`src/rtl/spi_regbank_pkg.sv`:
```
// Shared types and helpers for the SPI register bank.
// Provides the FSM state enum, frame width helper and R/W encoding.
package spi_regbank_pkg;

    typedef enum logic [2:0] {
        IDLE,
        CMD,
        DATA,
        RDATA,
        DONE
    } state_t;

    localparam logic RW_WRITE = 1'b1;

    function automatic int frame_w(input int addr_w,
                                   input int data_w);
        return 1 + addr_w + data_w;
    endfunction

endpackage

```
`src/rtl/spi_regbank_sync_edge.sv`:
```
// Synchroniser with registered rise/fall flags for one async input.
// Ports: clk, rst_n (sync, active low), din (async), rise/fall (1-clk flags).
module spi_sync_edge #(
    parameter int   SYNC_STAGES = 2,
    parameter logic RST_VAL     = 1'b0
) (
    input  logic clk,
    input  logic rst_n,
    input  logic din,
    output logic rise,
    output logic fall
);

    logic [SYNC_STAGES-1:0] sync_q;
    logic                   lvl_q;
    logic                   lvl_s;

    assign lvl_s = sync_q[SYNC_STAGES-1];

    // Flags are registered alongside the level copy, so they appear
    // one clk after the synchronised level changes.
    always_ff @(posedge clk) begin
        if (!rst_n) begin
            sync_q <= {SYNC_STAGES{RST_VAL}};
            lvl_q  <= RST_VAL;
            rise   <= 1'b0;
            fall   <= 1'b0;
        end else begin
            sync_q <= {sync_q[SYNC_STAGES-2:0], din};
            lvl_q  <= lvl_s;
            rise   <= lvl_s & ~lvl_q;
            fall   <= ~lvl_s & lvl_q;
        end
    end

endmodule

```
`src/rtl/spi_regbank.sv`:
```
// SPI mode-0 peripheral with a bank of NUM_REGS control registers.
// Ports: clk, rst_n, ncs/sclk/copi (async pins), cipo/cipo_oe (pad),
//        regs_flat (register bank), wr_pulse (per-reg update), frame_err.
module spi_regbank
    import spi_regbank_pkg::*;
#(
    parameter int ADDR_W      = 7,
    parameter int DATA_W      = 8,
    parameter int NUM_REGS    = 5,
    parameter int SYNC_STAGES = 2
) (
    input  logic                       clk,
    input  logic                       rst_n,
    input  logic                       ncs,
    input  logic                       sclk,
    input  logic                       copi,
    output logic                       cipo,
    output logic                       cipo_oe,
    output logic [NUM_REGS*DATA_W-1:0] regs_flat,
    output logic [NUM_REGS-1:0]        wr_pulse,
    output logic                       frame_err
);

    localparam int FRAME_W = frame_w(ADDR_W, DATA_W);
    localparam int CNT_W   = $clog2(FRAME_W + 1);
    localparam int SH_W    = (ADDR_W > DATA_W) ? ADDR_W : DATA_W;

    localparam logic [CNT_W-1:0] CMD_LAST = CNT_W'(ADDR_W);
    localparam logic [CNT_W-1:0] DAT_LAST = CNT_W'(DATA_W - 1);

    logic ncs_rise, ncs_fall;
    logic sclk_rise, sclk_fall;

    logic [SYNC_STAGES-1:0] copi_q;
    logic                   copi_s;

    state_t             state;
    logic [CNT_W-1:0]   bit_cnt;
    logic [SH_W-1:0]    rx_sh;
    logic [DATA_W-1:0]  tx_sh;
    logic [ADDR_W-1:0]  addr_q;
    logic               commit;
    logic [DATA_W-1:0]  regs [NUM_REGS];

    logic [ADDR_W-1:0]  cmd_addr;
    logic               cmd_rw;
    logic [DATA_W-1:0]  rd_val;
    logic               fin;
    logic               abort;

    spi_sync_edge #(
        .SYNC_STAGES (SYNC_STAGES),
        .RST_VAL     (1'b1)
    ) u_ncs (
        .clk   (clk),
        .rst_n (rst_n),
        .din   (ncs),
        .rise  (ncs_rise),
        .fall  (ncs_fall)
    );

    spi_sync_edge #(
        .SYNC_STAGES (SYNC_STAGES),
        .RST_VAL     (1'b0)
    ) u_sclk (
        .clk   (clk),
        .rst_n (rst_n),
        .din   (sclk),
        .rise  (sclk_rise),
        .fall  (sclk_fall)
    );

    always_ff @(posedge clk) begin
        if (!rst_n) begin
            copi_q <= '0;
        end else begin
            copi_q <= {copi_q[SYNC_STAGES-2:0], copi};
        end
    end

    assign copi_s = copi_q[SYNC_STAGES-1];

    // Command word as it will look once the current bit is shifted in.
    assign cmd_rw   = rx_sh[ADDR_W-1];
    assign cmd_addr = {rx_sh[ADDR_W-2:0], copi_s};

    always_comb begin
        rd_val = '0;
        for (int r = 0; r < NUM_REGS; r++) begin
            if (cmd_addr == ADDR_W'(r)) begin
                rd_val = regs[r];
            end
        end
    end

    // A final data rise beats an ncs rise seen in the same clk.
    assign fin = (state == DATA) && sclk_rise
              && (bit_cnt == DAT_LAST);

    assign abort = ncs_rise && !fin
                && ((state == CMD) || (state == DATA)
                 || (state == RDATA));

    always_ff @(posedge clk) begin
        if (!rst_n) begin
            state     <= IDLE;
            bit_cnt   <= '0;
            rx_sh     <= '0;
            tx_sh     <= '0;
            addr_q    <= '0;
            commit    <= 1'b0;
            cipo      <= 1'b0;
            cipo_oe   <= 1'b0;
            wr_pulse  <= '0;
            frame_err <= 1'b0;
            for (int r = 0; r < NUM_REGS; r++) begin
                regs[r] <= '0;
            end
        end else begin
            wr_pulse  <= '0;
            frame_err <= 1'b0;
            commit    <= 1'b0;

            for (int r = 0; r < NUM_REGS; r++) begin
                if (commit && (addr_q == ADDR_W'(r))) begin
                    regs[r]     <= rx_sh[DATA_W-1:0];
                    wr_pulse[r] <= 1'b1;
                end
            end

            if (abort) begin
                state     <= IDLE;
                frame_err <= 1'b1;
                cipo_oe   <= 1'b0;
                cipo      <= 1'b0;
            end else begin
                unique case (state)
                    IDLE: begin
                        if (ncs_fall) begin
                            state   <= CMD;
                            bit_cnt <= '0;
                            rx_sh   <= '0;
                        end
                    end
                    CMD: begin
                        if (sclk_rise) begin
                            rx_sh <= {rx_sh[SH_W-2:0], copi_s};
                            if (bit_cnt == CMD_LAST) begin
                                bit_cnt <= '0;
                                addr_q  <= cmd_addr;
                                if (cmd_rw == RW_WRITE) begin
                                    state <= DATA;
                                end else begin
                                    state   <= RDATA;
                                    tx_sh   <= rd_val;
                                    cipo_oe <= 1'b1;
                                end
                            end else begin
                                bit_cnt <= bit_cnt + CNT_W'(1);
                            end
                        end
                    end
                    DATA: begin
                        if (sclk_rise) begin
                            rx_sh   <= {rx_sh[SH_W-2:0], copi_s};
                            bit_cnt <= bit_cnt + CNT_W'(1);
                        end
                        if (fin) begin
                            commit <= 1'b1;
                            state  <= ncs_rise ? IDLE : DONE;
                        end
                    end
                    RDATA: begin
                        if (sclk_fall) begin
                            cipo  <= tx_sh[DATA_W-1];
                            tx_sh <= {tx_sh[DATA_W-2:0], 1'b0};
                            if (bit_cnt == DAT_LAST) begin
                                state <= DONE;
                            end else begin
                                bit_cnt <= bit_cnt + CNT_W'(1);
                            end
                        end
                    end
                    DONE: begin
                        // cipo keeps the last bit until ncs rises.
                        if (ncs_rise) begin
                            state   <= IDLE;
                            cipo_oe <= 1'b0;
                            cipo    <= 1'b0;
                        end
                    end
                    default: state <= IDLE;
                endcase
            end
        end
    end

    for (genvar r = 0; r < NUM_REGS; r++) begin : g_flat
        assign regs_flat[r*DATA_W +: DATA_W] = regs[r];
    end

endmodule
```
`config.mk`:
```
export PLATFORM = sky130hd
export DESIGN_NAME = spi_regbank
export DESIGN_NICKNAME = d
export VERILOG_FILES = /design/src/rtl/spi_regbank_pkg.sv /design/src/rtl/spi_regbank_sync_edge.sv /design/src/rtl/spi_regbank.sv
export SDC_FILE = /design/constraint.sdc
export NUM_CORES = 1
export LEC_CHECK = 0
export ABC_AREA = 1
export BUFFER_PORTS_ARGS = -buffer_cell sky130_fd_sc_hd__buf_2
export CORE_MARGIN = 4
export CORE_UTILIZATION = 40
export DETAILED_ROUTE_END_ITERATION = 10
export PLACE_DENSITY = 0.58
export SETUP_SLACK_MARGIN = 0.05
export SYNTH_ARGS = -nofsm -noshare
export SYNTH_HDL_FRONTEND = slang
export SYNTH_SLANG_ARGS = --single-unit
```
`constraint.sdc`:
```
create_clock -name clk -period 4.7 [get_ports clk]
set_input_delay 0 -clock clk [delete_from_list [all_inputs] [get_ports clk]]
set_output_delay 0 -clock clk [all_outputs]
set_load 0.02 [all_outputs]
```
==> qor.csv <==
metric,value,unit
crit_start,rx_sh[5],
nets,537,
synth_compound_area_share,5.90,%
critPathCaptureType,register,
p_leak,2.04,nW
status,"finished, final reports clean",
async_flop_share,0,%
synth_cell_type_count,33,
synth_top_cell_area_share,30.1,%
globalRoute.totalOverflow,0,
drv_slew,0,
routabilityCongestion,0.861,
cts_buffers,9,
cts.repair.resized,0,
die_w,108,um
cp-start-kind,register,
synth_area,3990,um2
r2r_start,rx_sh[5],
drive_gt1_share,18.3,%
ir_drop,0.219,mV
period_share,48.5,%
core_area,9730,um2
r2r_setup_slack,2.42,ns
syn2layout_area_growth,15.4,%
postSynthCellCount,475,
p_per_area,370,nW/um2
max_slew_margin,17.9,%
antenna_left,0,
hp-start,ncs,
setup_viol,0,
initialDrtViolationCount,203,
grt_max_degree,37,
critical_path_class,reg -> reg,
tightest_slew,1.23,ns
initial_utilization,41.0,%
htreeDepth,3,
crit_required,5.00,ns
clock_skew,0.0141,ns
syn_area_per_cell,8.39,um2
clk_pin_slew_worst_paths,0.09,ns
grt_use_total,16.9,%
die_h,108,um
synth_xor_area_share,0.440,%
grt_setup_unrepaired,no,
synth_commonest_cells,"nand2_1, nor2_1, dfxtp_1",
synth-seq-cells,92,
synth_edf_count,40,
cts_buffer_depth,2,
setup_tns,0,ns
maxCapViolations,0,
hold_class,in -> reg,
wire_per_inst,14.0,um
critical_path.top_delay_family,simple AND/OR/NAND/NOR gates,
crit_buf_inv,0,
port_buffers,52,
path_max_fanout,36,
grt_pass1_vias,3053,
cp_data_arrival_time,2.57,ns
clkLatencyLatePin,0.36,ns
yosysSeqAreaShare,56.3,%
dominantRegCellSynth,dfxtp_1,
max_freq,439,MHz
postCtsSetupRepairBufs,0,
fin_crit,2.28,ns
diodes,0,
wirelength,9360,um
viasPerCell,4.80,
ioPinCount,53,
syn_nets,481,
final_core_util,47.2,%
ys_warn_count,0,
dp_hpwl,6850,um
cts_root_buf,clkbuf_8,
synth_top_family_by_area,simple AND/OR/NAND/NOR gates,
rows,36,
ys_top_cells_by_area,"edfxtp_1, dfxtp_1, nand2_1, nor2_1, nand3_1",
numClockSinks,92,
hold_viol_final,0,
antenna_found_initial,0,
cpPeakStageDelay,0.99,ns
synth_top_area_cell,edfxtp_1,
yosys.area_share.simple,29.7,%
synthMuxAreaShare,0.251,%
grt_pass1_wl,15200,um
die-area,11600,um2
first_pass_iters,4,
dr_total_vias,3208,
synth_fa_ha_area_share,0.314,%
route.detailed.drc,0,
critPathSlowestCell,nor3_4,
finalPower,1.70,mW
cts_tree,yes,
worstPathCellList,"nor3_4, nand2_1, nor2_1, nor2_1, nand3_1, nand2_1, a21oi_1",
-- stage by stage --
step | worst slack (ns) | instance area, um2 | std cells | hold WS, ns
global placement | 2.49 | 4350 | 647 | 0.181
CTS | 2.42 | 4600 | 669 | 0.328
global route | 2.14 | 4600 | 669 | 0.362
floorplan | 2.89 | 3990 | 475 | 0.0976
finish | 2.42 | 4600 | 669 | 0.350
detailed placement | 2.46 | 4350 | 647 | 0.186
-- logic make-up (layout without fill, tap and decap cells) --
| family | Yosys count | after routing |
|---|---|---|
| xor gates and xnor gates | 2 | 2 |
| and+or+nand+nor | 266 | 266 |
| buffers and inverters | 69 | 130 |
| AOI/OAI and AO/OA | 44 | 44 |
| adders and majority gates | 1 | 1 |
| muxes | 1 | 1 |
| DFF | 92 | 92 |
-- layout make-up --
class	instances	area, um2
clock buffer	9	124
clock inverter	7	65.1
fill	1006	5130
inverter	55	206
multi-input combinational	314	1470
sequential	92	2240
tap	133	166
timing repair buffer	59	328
-- worst paths after layout --
kind              cells past startpoint         endpoint
setup / recovery                      7         tx_sh[6]
hold reg to reg                       1      u_sclk.rise
setup reg to reg                      7         tx_sh[6]
hold / removal                        3  u_ncs.sync_q[0]
-- placed cells by master (no fill, tap or decap), types with 2 or more instances in the layout --
master         count
nor2_1            91
nand4_1            5
or2_2              5
nand2_1           91
nand3_1           47
nand2_4            2
nor3_1             7
inv_1             51
edfxtp_1          40
dfxtp_1           52
o21ai_0            5
inv_6              2
o21ai_1            9
inv_2              4
a21oi_1           26
dlygate4sd3_1      6
nand3_2            2
buf_2             52
nor2_2             8
inv_8              3
xor2_1             2
nand2_2            2
clkbuf_8           9
-- flip-flops by register name, summed over array words and instances (netlist names), 2 cells and up --
register       count
state              3
u_ncs.sync_q       2
tx_sh              8
u_sclk.sync_q      2
addr_q             7
wr_pulse           5
copi_q             2
regs              40
rx_sh              8
bit_cnt            5
-- routing by layer --
layer | wire (um) | global-route usage (%) | vias up
li1 | - | - | 1642
met1 | 4200 | 21.6 | 1490
met5 | 0 | 0 | -
met2 | 4490 | 28.5 | 66
met4 | 153 | 5.95 | 0
met3 | 515 | 3.36 | 10
-- timing repair --
| action | 4_1_cts | 5_1_grt |
|---|---|---|
| setup endpoints to repair | 0 | 0 |
| hold buffers | 6 | 0 |
| hold endpoints to repair | 7 | 0 |
-- worst min-delay path, stage by stage --
cell	delay, ns
dlygate4sd3_1	0.51
buf_2	0.09
or2_2	0.08
-- report_power, final --
| group | internal (mW) | switching [mW] | leakage (nW) |
|---|---|---|---|
| logic | 0.0828 | 0.212 | 1.10 |
| registers | 0.868 | 0.0260 | 0.835 |
| clock network | 0.207 | 0.306 | 0.0999 |
Note: power is estimated with default switching activity, not from simulation.
